<file path="src/rtl/alu_exec_unit_if.sv">
// Request/response bundle for alu_exec_unit.
// Request side is valid/ready in; result side is valid/ready out.
interface alu_exec_unit_if #(
  parameter int WIDTH = 32
);
  logic             in_valid;
  logic             in_ready;
  logic [5:0]       func_code;
  logic [1:0]       alu_op;
  logic [WIDTH-1:0] a;
  logic [WIDTH-1:0] b;
  logic             out_valid;
  logic             out_ready;
  logic [WIDTH-1:0] result;
  logic [WIDTH-1:0] result_hi;
  logic             zero;
  logic [3:0]       alu_ctl;
  logic             illegal;

  modport master (
    output in_valid, func_code, alu_op, a, b, out_ready,
    input  in_ready, out_valid, result, result_hi,
    input  zero, alu_ctl, illegal
  );

  modport slave (
    input  in_valid, func_code, alu_op, a, b, out_ready,
    output in_ready, out_valid, result, result_hi,
    output zero, alu_ctl, illegal
  );
endinterface

</file>
<file path="src/rtl/alu_exec_unit.sv">
// Handshaked ALU stage: decode + single-cycle ops, iterative multu.
// Define ALU_EXEC_MULT_EN to build the shift-add multiplier.
module alu_exec_unit #(
  parameter int WIDTH = 32
) (
  input logic       clk,
  input logic       reset,
  alu_exec_unit_if.slave bus
);

  typedef enum logic [1:0] {
    IDLE,
    BUSY,
    DONE
  } state_t;

  localparam logic [3:0] CTL_AND = 4'b0000;
  localparam logic [3:0] CTL_OR  = 4'b0001;
  localparam logic [3:0] CTL_ADD = 4'b0010;
  localparam logic [3:0] CTL_SUB = 4'b0110;
  localparam logic [3:0] CTL_SLT = 4'b0111;
  localparam logic [3:0] CTL_MUL = 4'b1000;
  localparam logic [3:0] CTL_NOR = 4'b1100;
  localparam logic [3:0] CTL_ILL = 4'b1111;

  state_t           state;
  state_t           nxt;
  logic             accept;
  logic [3:0]       dec_ctl;
  logic             dec_ill;
  logic [WIDTH-1:0] alu_res;
  logic [WIDTH-1:0] res_q;
  logic             zero_q;
  logic [3:0]       ctl_q;
  logic             ill_q;

  assign accept = bus.in_valid && (state == IDLE);

  always_comb begin
    dec_ctl = CTL_ILL;
    dec_ill = 1'b0;
    unique case (1'b1)
      (bus.alu_op == 2'b00): dec_ctl = CTL_ADD;
      bus.alu_op[0]:         dec_ctl = CTL_SUB;
      default: begin
        case (bus.func_code)
          6'b100000: dec_ctl = CTL_ADD;
          6'b100010: dec_ctl = CTL_SUB;
          6'b100100: dec_ctl = CTL_AND;
          6'b100101: dec_ctl = CTL_OR;
          6'b101010: dec_ctl = CTL_SLT;
          6'b100111: dec_ctl = CTL_NOR;
`ifdef ALU_EXEC_MULT_EN
          6'b011001: dec_ctl = CTL_MUL;
`endif
          default:   dec_ill = 1'b1;
        endcase
      end
    endcase
  end

  // multu and illegal leave alu_res at 0
  always_comb begin
    alu_res = '0;
    case (dec_ctl)
      CTL_ADD: alu_res = bus.a + bus.b;
      CTL_SUB: alu_res = bus.a - bus.b;
      CTL_AND: alu_res = bus.a & bus.b;
      CTL_OR:  alu_res = bus.a | bus.b;
      CTL_NOR: alu_res = ~(bus.a | bus.b);
      CTL_SLT: alu_res = {{(WIDTH-1){1'b0}},
                          $signed(bus.a) < $signed(bus.b)};
      default: alu_res = '0;
    endcase
  end

`ifdef ALU_EXEC_MULT_EN
  localparam int CW = $clog2(WIDTH);

  logic [WIDTH-1:0] mcand;
  logic [WIDTH-1:0] acc_hi;
  logic [WIDTH-1:0] acc_lo;
  logic [CW-1:0]    cnt;
  logic [WIDTH:0]   sum;
  logic [WIDTH-1:0] step_hi;
  logic [WIDTH-1:0] step_lo;
  logic [WIDTH-1:0] hi_q;
  logic             is_mul;
  logic             mul_last;

  assign is_mul   = (dec_ctl == CTL_MUL);
  assign mul_last = (cnt == CW'(WIDTH - 1));
  assign sum      = acc_lo[0] ? {1'b0, acc_hi} + {1'b0, mcand}
                              : {1'b0, acc_hi};
  assign step_hi  = sum[WIDTH:1];
  assign step_lo  = {sum[0], acc_lo[WIDTH-1:1]};

  // acc_lo starts as the multiplier and fills with product bits
  always_ff @(posedge clk or posedge reset) begin
    if (reset) begin
      mcand  <= '0;
      acc_hi <= '0;
      acc_lo <= '0;
      cnt    <= '0;
    end else if (accept) begin
      mcand  <= bus.a;
      acc_hi <= '0;
      acc_lo <= bus.b;
      cnt    <= '0;
    end else if (state == BUSY) begin
      acc_hi <= step_hi;
      acc_lo <= step_lo;
      cnt    <= cnt + 1'b1;
    end
  end
`endif

  always_ff @(posedge clk or posedge reset) begin
    if (reset) state <= IDLE;
    else       state <= nxt;
  end

  always_comb begin
    nxt = state;
    unique case (state)
      IDLE: begin
        if (accept) begin
`ifdef ALU_EXEC_MULT_EN
          nxt = is_mul ? BUSY : DONE;
`else
          nxt = DONE;
`endif
        end
      end
      BUSY: begin
`ifdef ALU_EXEC_MULT_EN
        if (mul_last) nxt = DONE;
`else
        nxt = IDLE;
`endif
      end
      DONE: begin
        if (bus.out_ready) nxt = IDLE;
      end
      default: nxt = IDLE;
    endcase
  end

  always_ff @(posedge clk or posedge reset) begin
    if (reset) begin
      res_q  <= '0;
      zero_q <= 1'b1;
      ctl_q  <= 4'b0000;
      ill_q  <= 1'b0;
    end else if (accept) begin
      res_q  <= alu_res;
      zero_q <= (alu_res == '0);
      ctl_q  <= dec_ctl;
      ill_q  <= dec_ill;
`ifdef ALU_EXEC_MULT_EN
    end else if (state == BUSY && mul_last) begin
      res_q  <= step_lo;
      zero_q <= (step_lo == '0);
`endif
    end
  end

`ifdef ALU_EXEC_MULT_EN
  always_ff @(posedge clk or posedge reset) begin
    if (reset)
      hi_q <= '0;
    else if (accept)
      hi_q <= '0;
    else if (state == BUSY && mul_last)
      hi_q <= step_hi;
  end

  assign bus.result_hi = hi_q;
`else
  assign bus.result_hi = '0;
`endif

  assign bus.in_ready  = (state == IDLE);
  assign bus.out_valid = (state == DONE);
  assign bus.result    = res_q;
  assign bus.zero      = zero_q;
  assign bus.alu_ctl   = ctl_q;
  assign bus.illegal   = ill_q;

endmodule

</file>
<file path="src/flat_wrapper.sv">
// flat-port wrapper written by rule: the top's interface ports become plain ports
module alu_exec_unit_flat 
#(
  parameter int WIDTH = 32
)
  (clk, reset, bus_in_valid, bus_func_code, bus_alu_op, bus_a, bus_b, bus_out_ready, bus_in_ready, bus_out_valid, bus_result, bus_result_hi, bus_zero, bus_alu_ctl, bus_illegal);
  alu_exec_unit_if #(.WIDTH(WIDTH)) bus_i ();
  input logic clk;
  input logic reset;
  input wire logic [$bits(bus_i.in_valid)-1:0] bus_in_valid;
  input wire logic [$bits(bus_i.func_code)-1:0] bus_func_code;
  input wire logic [$bits(bus_i.alu_op)-1:0] bus_alu_op;
  input wire logic [$bits(bus_i.a)-1:0] bus_a;
  input wire logic [$bits(bus_i.b)-1:0] bus_b;
  input wire logic [$bits(bus_i.out_ready)-1:0] bus_out_ready;
  output wire logic [$bits(bus_i.in_ready)-1:0] bus_in_ready;
  output wire logic [$bits(bus_i.out_valid)-1:0] bus_out_valid;
  output wire logic [$bits(bus_i.result)-1:0] bus_result;
  output wire logic [$bits(bus_i.result_hi)-1:0] bus_result_hi;
  output wire logic [$bits(bus_i.zero)-1:0] bus_zero;
  output wire logic [$bits(bus_i.alu_ctl)-1:0] bus_alu_ctl;
  output wire logic [$bits(bus_i.illegal)-1:0] bus_illegal;
  assign bus_i.in_valid = bus_in_valid;
  assign bus_i.func_code = bus_func_code;
  assign bus_i.alu_op = bus_alu_op;
  assign bus_i.a = bus_a;
  assign bus_i.b = bus_b;
  assign bus_i.out_ready = bus_out_ready;
  assign bus_in_ready = bus_i.in_ready;
  assign bus_out_valid = bus_i.out_valid;
  assign bus_result = bus_i.result;
  assign bus_result_hi = bus_i.result_hi;
  assign bus_zero = bus_i.zero;
  assign bus_alu_ctl = bus_i.alu_ctl;
  assign bus_illegal = bus_i.illegal;
  alu_exec_unit #(.WIDTH(WIDTH)) u_core (.clk(clk), .reset(reset), .bus(bus_i));
endmodule
</file>
<file path="config.mk">
export PLATFORM = sky130hd
export DESIGN_NAME = alu_exec_unit_flat
export DESIGN_NICKNAME = d
export VERILOG_FILES = /design/src/rtl/alu_exec_unit_if.sv /design/src/rtl/alu_exec_unit.sv /design/src/flat_wrapper.sv
export SDC_FILE = /design/constraint.sdc
export NUM_CORES = 1
export LEC_CHECK = 0
export CAP_MARGIN = 20
export CORE_ASPECT_RATIO = 1.4
export CORE_MARGIN = 3
export CORE_UTILIZATION = 25
export CTS_CLUSTER_SIZE = 30
export DETAILED_ROUTE_END_ITERATION = 8
export GPL_TIMING_DRIVEN = 0
export RECOVER_POWER = 100
export SLEW_MARGIN = 30
export SYNTH_ARGS = -nofsm -noshare
export SYNTH_HDL_FRONTEND = slang
export SYNTH_SLANG_ARGS = --single-unit
</file>
<file path="constraint.sdc">
create_clock -name clk -period 5.2 [get_ports clk]
set_clock_uncertainty 0.15 [all_clocks]
set_input_delay 1.04 -clock clk [delete_from_list [all_inputs] [get_ports clk]]
set_output_delay 1.04 -clock clk [all_outputs]
set_load 0.01 [all_outputs]
</file>
## Word-level counts from Yosys, hierarchy flattened

Cells that the tools add are included.
W data, S select, Z words.

| operators by class | value |
|---|---|
| $add $sub $neg | 2 |
| order comparisons | 1 |
| eq/ne operators | 14 |
| muxes and demuxes | 8 |
| bitwise gates (word level) | 3 |
| reduce and logical (&&, ||, !) cells | 8 |

Operators with widths:

| kind | count |
|---|---|
| $pmux W32 S6 | 1 |
| $eq A6 B6 Y1 const B | 6 |
| $add A32 B32 Y32 | 1 |
| $and A32 B32 Y32 | 1 |
| $logic_not A32 Y1 | 1 |
| $lt A32 B32 Y1 | 1 |
| $not A32 Y32 | 1 |
| $or A32 B32 Y32 | 1 |
| $sub A32 B32 Y32 | 1 |
| $pmux W4 S6 | 1 |
| $eq A4 B3 Y1 const B | 2 |
| $pmux W4 S2 | 1 |
| $reduce_or A6 Y1 | 1 |
| $eq A4 B1 Y1 const B | 1 |
| $eq A4 B2 Y1 const B | 1 |
| $eq A4 B4 Y1 const B | 1 |
| $logic_not A2 Y1 | 2 |
| $logic_not A4 Y1 | 1 |
| $mux W2 | 2 |
| $pmux W2 S2 | 1 |
| $eq A2 B2 Y1 const B | 1 |
| $mux W1 | 2 |
| $ne A2 B1 Y1 const B | 1 |
| $ne A2 B2 Y1 const B | 1 |
| 3 further kinds | 3 |

| storage, ports and cells | value |
|---|---|
| register bits after elaboration | 40 |
| output and inout port bits | 72 |
| word-level logic and storage cells | 41 |

## Longest topological paths before layout

Gate-level depths: netlist of the first run.

| logic depth | value |
|---|---|
| depth after elaboration | 6 |
| depth in mapped cells | 15 |
| gate-level depth less buffers | 14 |

## Worst setup path before layout of the first run

Ideal clock, no wire load.

| timing path | value |
|---|---|
| path type | input-to-reg |
| start | input bus_b[0] |
| end | register u_core.zero_q (netlist: u_core.bus.zero) |
| library setup time | 0.091 ns |
| arrival | 4.121 ns |
| setup slack | 0.838 ns |
| stages on the path | 13 |
| path buffers | 0 |
| path through | ha_1 -> fa_1 -> a211oi_1 -> o211ai_1 -> nand3_1 -> or3b_2 -> a21o_1 -> a221o_1 -> a221oi_2 -> nand2_1 -> nor4_2 -> nand4_1 -> o31ai_1 |

| on the way | value |
|---|---|
| word-level cells in the longest chain between the ends | 4 |
| elaborated cells on any way between the ends | 8 |

Ends and longest elaborated chain:

| element | line | RTL |
|---|---|---|
| start: declaration | flat_wrapper.sv:14 | `input wire logic [$bits(bus_i.b)-1:0] bus_b;` |
| branches (longest 2 deep; another with $sub A32 B32 Y32) | - |  |
| $pmux W32 S6 (*) | alu_exec_unit.sv:65 | `case (dec_ctl)` |
| $logic_not A32 Y1 (*) | alu_exec_unit.sv:157 | `zero_q <= (alu_res == '0);` |
| end signal: assignment | alu_exec_unit.sv:157 |  |
| end: declaration | alu_exec_unit.sv:33 | `logic zero_q;` |

Mark *: on every way between the ends.
A chain may end at the register's enable or synchronous reset.

## Worst setup path after layout of the first run

| timing path | value |
|---|---|
| start | input bus_alu_op[1] |
| end | register u_core.zero_q (netlist: u_core.bus.zero) |

| on the way | value |
|---|---|
| word-level cells in the longest chain between the ends | 5 |
| elaborated cells on any way between the ends | 10 |

Ends and longest elaborated chain:

| element | line | RTL |
|---|---|---|
| start: declaration | flat_wrapper.sv:12 | `input wire logic [$bits(bus_i.alu_op)-1:0] bus_alu_op;` |
| $logic_not A2 Y1 (*) | alu_exec_unit.sv:43 | `(bus.alu_op == 2'b00): dec_ctl = CTL_ADD;` |
| $pmux W4 S2 (*) | alu_exec_unit.sv:42 | `unique case (1'b1)` |
| $eq A4 B3 Y1, or another cell as far along | alu_exec_unit.sv:65 |  |
| $pmux W32 S6 (*) | alu_exec_unit.sv:65 |  |
| $logic_not A32 Y1 (*) | alu_exec_unit.sv:157 |  |

Every way passes the cells marked *; elsewhere a longest branch is shown, timed or not.

==> metrics.log, run 1 <==
INFO  metric clkSlewWorstSetupHoldPaths = 60 ps
INFO  metric cts_made_buffers = 5
INFO  metric synth_async_reset_ratio = 1.00
INFO  metric synth_enable_flop_cells = 0
INFO  metric timing.reg2reg.setup_slack = 2840 ps
INFO  metric worstSetupStartpoint = bus_alu_op[1]
INFO  metric post_route_fraction_of_the_period_consumed_by_the_critical_path = 0.995
INFO  metric grt_pass1_wl = 45800 um
INFO  metric num-nets-final = 1371
INFO  metric number_of_warnings_reported_in_the_yosys_synthesis_log = 0
INFO  metric synthDominantCellAreaShare = 0.174
INFO  metric power = 1.82 mW
INFO  metric overflow = 0
INFO  metric path_class = in -> reg
INFO  metric gp_congestion = 0.967
INFO  metric finalHoldViolations = 0
INFO  metric irDropWorstVdd = 0.123 mV
INFO  metric hp-class = reg -> reg
INFO  metric grt_max_degree = 29
INFO  metric power-per-cell-area = 194 nW/um^2
INFO  metric crit_arrival = 5240 ps
INFO  metric antenna_cells = 0
INFO  metric status = finished clean
INFO  metric post_drt_wl_per_cell = 19.3 um
INFO  metric synthesis.area = 7270 sq um
INFO  metric row_count = 73
INFO  metric cts_buffer_depth = 2
INFO  metric die_height = 208 um
INFO  metric r2r-start = u_core.state[1]
INFO  metric slew_headroom = 0.0416
INFO  metric drt_iter0_markers = 681
INFO  metric drv_slew = 0
INFO  metric fraction_of_layout_cells_with_a_size_suffix_above_1 = 0.0889
INFO  metric synth.yosys.seq_area_share = 0.134
INFO  metric timing_worst_slew_pin_value = 1440 ps
INFO  metric drt-vias-per-instance = 5.37
INFO  metric postSynthCellCount = 1033
INFO  metric min_from = u_core.bus.result[18]
INFO  metric cts-htree-levels = 2
INFO  metric final_period_minus_worst_setup_slack = 5180 ps
INFO  metric first_global_vias = 8095
INFO  metric clock.fmax = 193 MHz
INFO  metric total_leakage_power = 4.08 nW
INFO  metric netlist-cell-type-count = 76
INFO  metric clock_insertion_delay_worst_skew = 280 ps
INFO  metric place_ws = -682 ps
INFO  metric clock-root-buffer = clkbuf_16
INFO  metric effective_utilization_at_floorplan = 0.255
INFO  metric place.port_buffers = 113
INFO  metric synth.top_cells.by_area = ha_1, dfrtp_1, o21ai_0
INFO  metric floorplan.die_area = 31200 sq um
INFO  metric route.vias.total = 8423
INFO  metric antenna_violations_before_repair = 0
INFO  metric cp_max_fo = 10
INFO  metric synth.avg_cell_area = 7.04 sq um
INFO  metric area.growth.synth_to_final = 28.9%
INFO  metric grt.total_usage = 0.186
INFO  metric design.core.area = 28500 sq um
INFO  metric setup-violations-final = 0
INFO  metric cts_tree = built
INFO  metric floorplan.die.width = 150 um
INFO  metric max_capacitance_violation_total = 0
INFO  metric dr.pass1.iters = 8
INFO  metric route.antenna.remaining_nets = 0
INFO  metric fillCellCount = 3113
INFO  metric i_o_pins = 148
INFO  metric finalWirelength = 30200 um
INFO  metric drc = 0
INFO  metric ctsHoldBuffers = 0
INFO  metric dp_hpwl = 25000 um
INFO  metric worst_setup_path_start_kind = input port
INFO  metric synthDominantAreaCellType = ha_1
INFO  metric cp_data_required_time = 5260 ps
INFO  metric crit_path_end_kind = flop
INFO  metric ys_seq_elements = 39
INFO  metric tns = 0 ps
INFO  metric yosys_most_used_dff = dfrtp_1
INFO  metric clkSinkCount = 39
INFO  metric timing.hold.ws = 318 ps
INFO  metric worst_slack = 24.2 ps
==> critical path, stage by stage <==
cell	delay, ps
clkdlybuf4s50_1	680
nand2b_1	90
clkbuf_1	210
nor4_1	1080
clkbuf_1	710
clkbuf_1	630
a22oi_1	230
o21ai_0	240
nor4_1	130
nand4_1	120
o31ai_1	70
==> report_power, final <==
| group | leakage (nW) | internal [mW] | switching (mW) |
|---|---|---|---|
| Combinational | 3.53 | 0.447 | 0.617 |
| Clock | 0.0761 | 0.204 | 0.120 |
| Sequential | 0.476 | 0.382 | 0.0461 |
| Total | 4.08 | 1.03 | 0.783 |
==> path summary, 6_finish.rpt <==
path,depth (start not counted),endpoint
setup / recovery,11,u_core.bus.zero
hold / removal,2,u_core.bus.result[18]
setup reg to reg,9,u_core.bus.zero
hold reg to reg,2,u_core.bus.result[18]
max in group asynchronous,3,u_core.bus.result[1]
min in group asynchronous,2,u_core.bus.result[23]
==> cells in the final DEF, fill, tap and decap left out, types with 16 or more instances in the layout <==
master	n
inv_1	98
conb_1	32
nor2_1	76
nor2b_1	17
o211ai_1	16
nor3_1	19
a21oi_1	80
dfrtp_1	38
dlygate4sd3_1	44
nand2_1	99
clkdlybuf4s50_1	69
ha_1	100
buf_4	40
o21ai_0	108
clkbuf_1	49
==> layout make-up <==
cell class                      instances  area (sq um)  area share
Buffer                                 92           485      0.0518
Clock buffer                            7           153      0.0163
Clock inverter                          1          7.51    0.000801
Inverter                               98           368      0.0392
Multi-Input combinational cell        834          5720       0.610
Sequential cell                        39           977       0.104
Tap cell                              375           469      0.0500
Timing Repair Buffer                  122          1190       0.127
==> Yosys cell counts, types with 3 or more instances <==
cell	n
a221o_1	7
nand2b_1	12
a211o_1	4
nor2b_1	17
a21oi_1	81
a222oi_1	7
and2_1	6
nand4_1	13
mux2i_1	5
a21o_1	10
or4_1	3
a311oi_1	3
o211ai_1	16
inv_1	98
dfrtp_1	38
o221ai_1	7
a31oi_1	10
a221oi_1	13
nand3b_1	4
nor3_1	22
o21a_1	4
o31ai_1	14
nand3_1	12
ha_1	101
xnor2_1	14
nor2_1	77
buf_2	3
o22ai_1	11
buf_4	32
o21ai_0	109
o2111ai_1	3
a22oi_1	11
buf_1	4
o21bai_1	11
clkbuf_1	53
nor4_1	16
or2_2	6
a211oi_1	13
mux2_2	8
nand2_1	99
==> per-layer routing <==
| metal | GRT usage | vias to the layer above | share of wire |
|---|---|---|---|
| met3 | 0.0201 | 91 | 0.074 |
| met4 | 0.0995 | 0 | 0.054 |
| li1 | - | 3995 | - |
| met2 | 0.332 | 421 | 0.49 |
| met5 | 0 | - | 0 |
| met1 | 0.215 | 3916 | 0.38 |
==> stage by stage <==
step	instance area, sq um	utilization	cells
2_1_floorplan	7390	-	1064
3_3_place_gp	8990	0.315	1552
3_5_place_dp	9040	0.317	1553
4_1_cts	9230	0.324	1562
5_1_grt	9380	0.329	1568
6_report	9380	0.329	1568
==> what timing repair did <==
| item | CTS | global route |
|---|---|---|
| pin swaps | 1 | 10 |
| setup buffers | 1 | 7 |
| hold endpoints to repair | 0 | 0 |
| gates resized for setup | 4 | 34 |
| endpoints found under the setup margin | 3 | 2 |
==> cells by family (layout without fill, tap and decap cells) <==
logic type	Yosys count	in the layout	synth area share
other	1	32	0.000516
AND/OR/NAND/NOR	303	303	0.201
adder cells (fa/ha/maj)	103	103	0.179
flip-flops	39	39	0.134
buffers and inverters	191	320	0.117
AO/OA/AOI/OAI	367	367	0.329
XOR/XNOR	16	16	0.0193
multiplexers	13	13	0.0193
==> registers in the layout, indices dropped and copies added (netlist names) <==
name,count
u_core.state,1
u_core.bus.illegal,1
u_core.bus.alu_ctl,4
u_core.bus.zero,1
u_core.bus.result,32
(Power assumes the default switching activity.)
==> run 2, diff against run 1 <==
CTS_CLUSTER_DIAMETER = 150   (was not set)
SKIP_CTS_REPAIR_TIMING = 1   (was not set)
==> run 2 against run 1 <==
Compared with the run above: global-route usage about the same; routed wire length about the same; die area unchanged; largest cell class unchanged; sequential cell count unchanged.
==> metrics.log, run 2 (synthesized netlist as in run 1, its figures left out) <==
INFO  metric status = finished clean
INFO  metric hold_path_depth = 2
INFO  metric final_period_minus_worst_setup_slack = 5140 ps
INFO  metric clock-root-buffer = clkbuf_16
INFO  metric first_global_vias = 8064
INFO  metric cts-htree-levels = 2
INFO  metric worst_slack = 61.1 ps
INFO  metric wl_met2 = 14800 um
INFO  metric post_drt_wl_per_cell = 19.3 um
INFO  metric dpl_cell_area = 9040 sq um
INFO  metric gp_congestion = 0.967
INFO  metric floorplan.die.width = 150 um
INFO  metric crit_path_end_kind = flop
INFO  metric place_ws = -682 ps
INFO  metric clock.fmax = 195 MHz
INFO  metric highest_layer = met4
INFO  metric finalWirelength = 30200 um
INFO  metric effective_utilization_at_floorplan = 0.255
INFO  metric i_o_pins = 148
INFO  metric route.met3.wl = 2500 um
INFO  metric grt_pass1_wl = 45800 um
INFO  metric row_count = 73
INFO  metric place.port_buffers = 113
INFO  metric area.growth.synth_to_final = 28.8%
INFO  metric post_route_fraction_of_the_period_consumed_by_the_critical_path = 0.988
INFO  metric drc = 0
INFO  metric largest_reg_flops = 32
INFO  metric met1Wirelength = 11200 um
INFO  metric path_class = in -> reg
INFO  metric cp_data_required_time = 5260 ps
INFO  metric timing_worst_slew_pin_value = 1430 ps
INFO  metric grt_max_degree = 29
INFO  metric timing.reg2reg.setup_slack = 2830 ps
INFO  metric hp-class = reg -> reg
INFO  metric regToRegEndpoint = u_core.bus.zero
INFO  metric timing.hold.worst_endpoint = u_core.bus.result[18]
INFO  metric finalHoldViolations = 0
INFO  metric antenna_cells = 0
INFO  metric clkSlewWorstSetupHoldPaths = 60 ps
INFO  metric irDropWorstVdd = 0.123 mV
INFO  metric design.core.area = 28500 sq um
INFO  metric crit_arrival = 5200 ps
INFO  metric power-per-cell-area = 194 nW/um^2
INFO  metric total_leakage_power = 4.08 nW
INFO  metric dp_hpwl = 25000 um
INFO  metric antenna_violations_before_repair = 0
INFO  metric setup-violations-final = 0
INFO  metric route.vias.total = 8467
INFO  metric max_capacitance_violation_total = 0
INFO  metric cts_tree = built
INFO  metric clock_insertion_delay_worst_skew = 280 ps
INFO  metric fraction_of_layout_cells_with_a_size_suffix_above_1 = 0.0880
INFO  metric overflow = 0
INFO  metric cts_buffer_depth = 2
INFO  metric cts_made_buffers = 5
INFO  metric die_height = 208 um
INFO  metric grt.total_usage = 0.186
INFO  metric tns = 0 ps
INFO  metric r2r-start = u_core.state[1]
INFO  metric drt-vias-per-instance = 5.40
INFO  metric layout_commonest_cell = o21ai_0
INFO  metric final_area = 9370 sq um
INFO  metric drt_iter0_markers = 675
INFO  metric num-nets-final = 1371
INFO  metric power = 1.81 mW
INFO  metric floorplan.die_area = 31200 sq um
INFO  metric worst-r2r-cell-count = 9
INFO  metric min_from = u_core.bus.result[18]
INFO  metric worst_setup_path_start_kind = input port
INFO  metric route.antenna.remaining_nets = 0
INFO  metric clkSinkCount = 39
INFO  metric drv_slew = 0
INFO  metric cp_max_fo = 10
INFO  metric final_util = 0.329
INFO  metric final_cell_mix = o21ai_0, ha_1, nand2_1
INFO  metric dr.pass1.iters = 8
INFO  metric slew_headroom = 0.0494
[run 2: through the flow]
stage / hold slack, ps / std cells
floorplan: 325 / 1064
global placement: 314 / 1552
detailed placement: 319 / 1553
CTS: 333 / 1561
global route: 359 / 1568
finish: 318 / 1568
[run 2: layer usage]
layer	track usage	up-vias
met5	0	-
met4	0.0944	0
met3	0.0214	106
met2	0.334	445
met1	0.214	3922
li1	-	3994
[run 2: worst max-delay path by stage]
stage | end | startpoint | depth (start not counted)
finish | u_core.bus.zero | bus_alu_op[1] | 11
global route | u_core.bus.zero | bus_a[0] | 15
CTS | u_core.bus.zero | bus_b[6] | 14
detailed placement | u_core.bus.zero | bus_b[6] | 14
global placement | u_core.bus.zero | bus_b[1] | 14
floorplan | u_core.bus.zero | bus_b[0] | 13
[run 2: where the power goes]
part	switching [mW]	leakage [nW]	internal [mW]
registers	0.0461	0.476	0.382
clock network	0.120	0.0761	0.204
logic	0.616	3.53	0.446
[run 2: critical path, stage by stage]
cell and delay (ps):
clkdlybuf4s50_1 700, nand2b_1 90, clkbuf_1 210, nor4_1 1060, clkbuf_1 690, clkbuf_1 610
a22oi_1 230, o21ai_0 240, nor4_1 130, nand4_1 120, o31ai_1 70
[run 2: layout make-up]
cell class | instances | area, sq um
fill | 3114 | 19100
multi-input combinational | 834 | 5710
timing repair buffer | 122 | 1190
sequential | 39 | 977
buffer | 92 | 485
tap | 375 | 469
inverter | 98 | 368
clock buffer | 7 | 153
clock inverter | 1 | 7.51
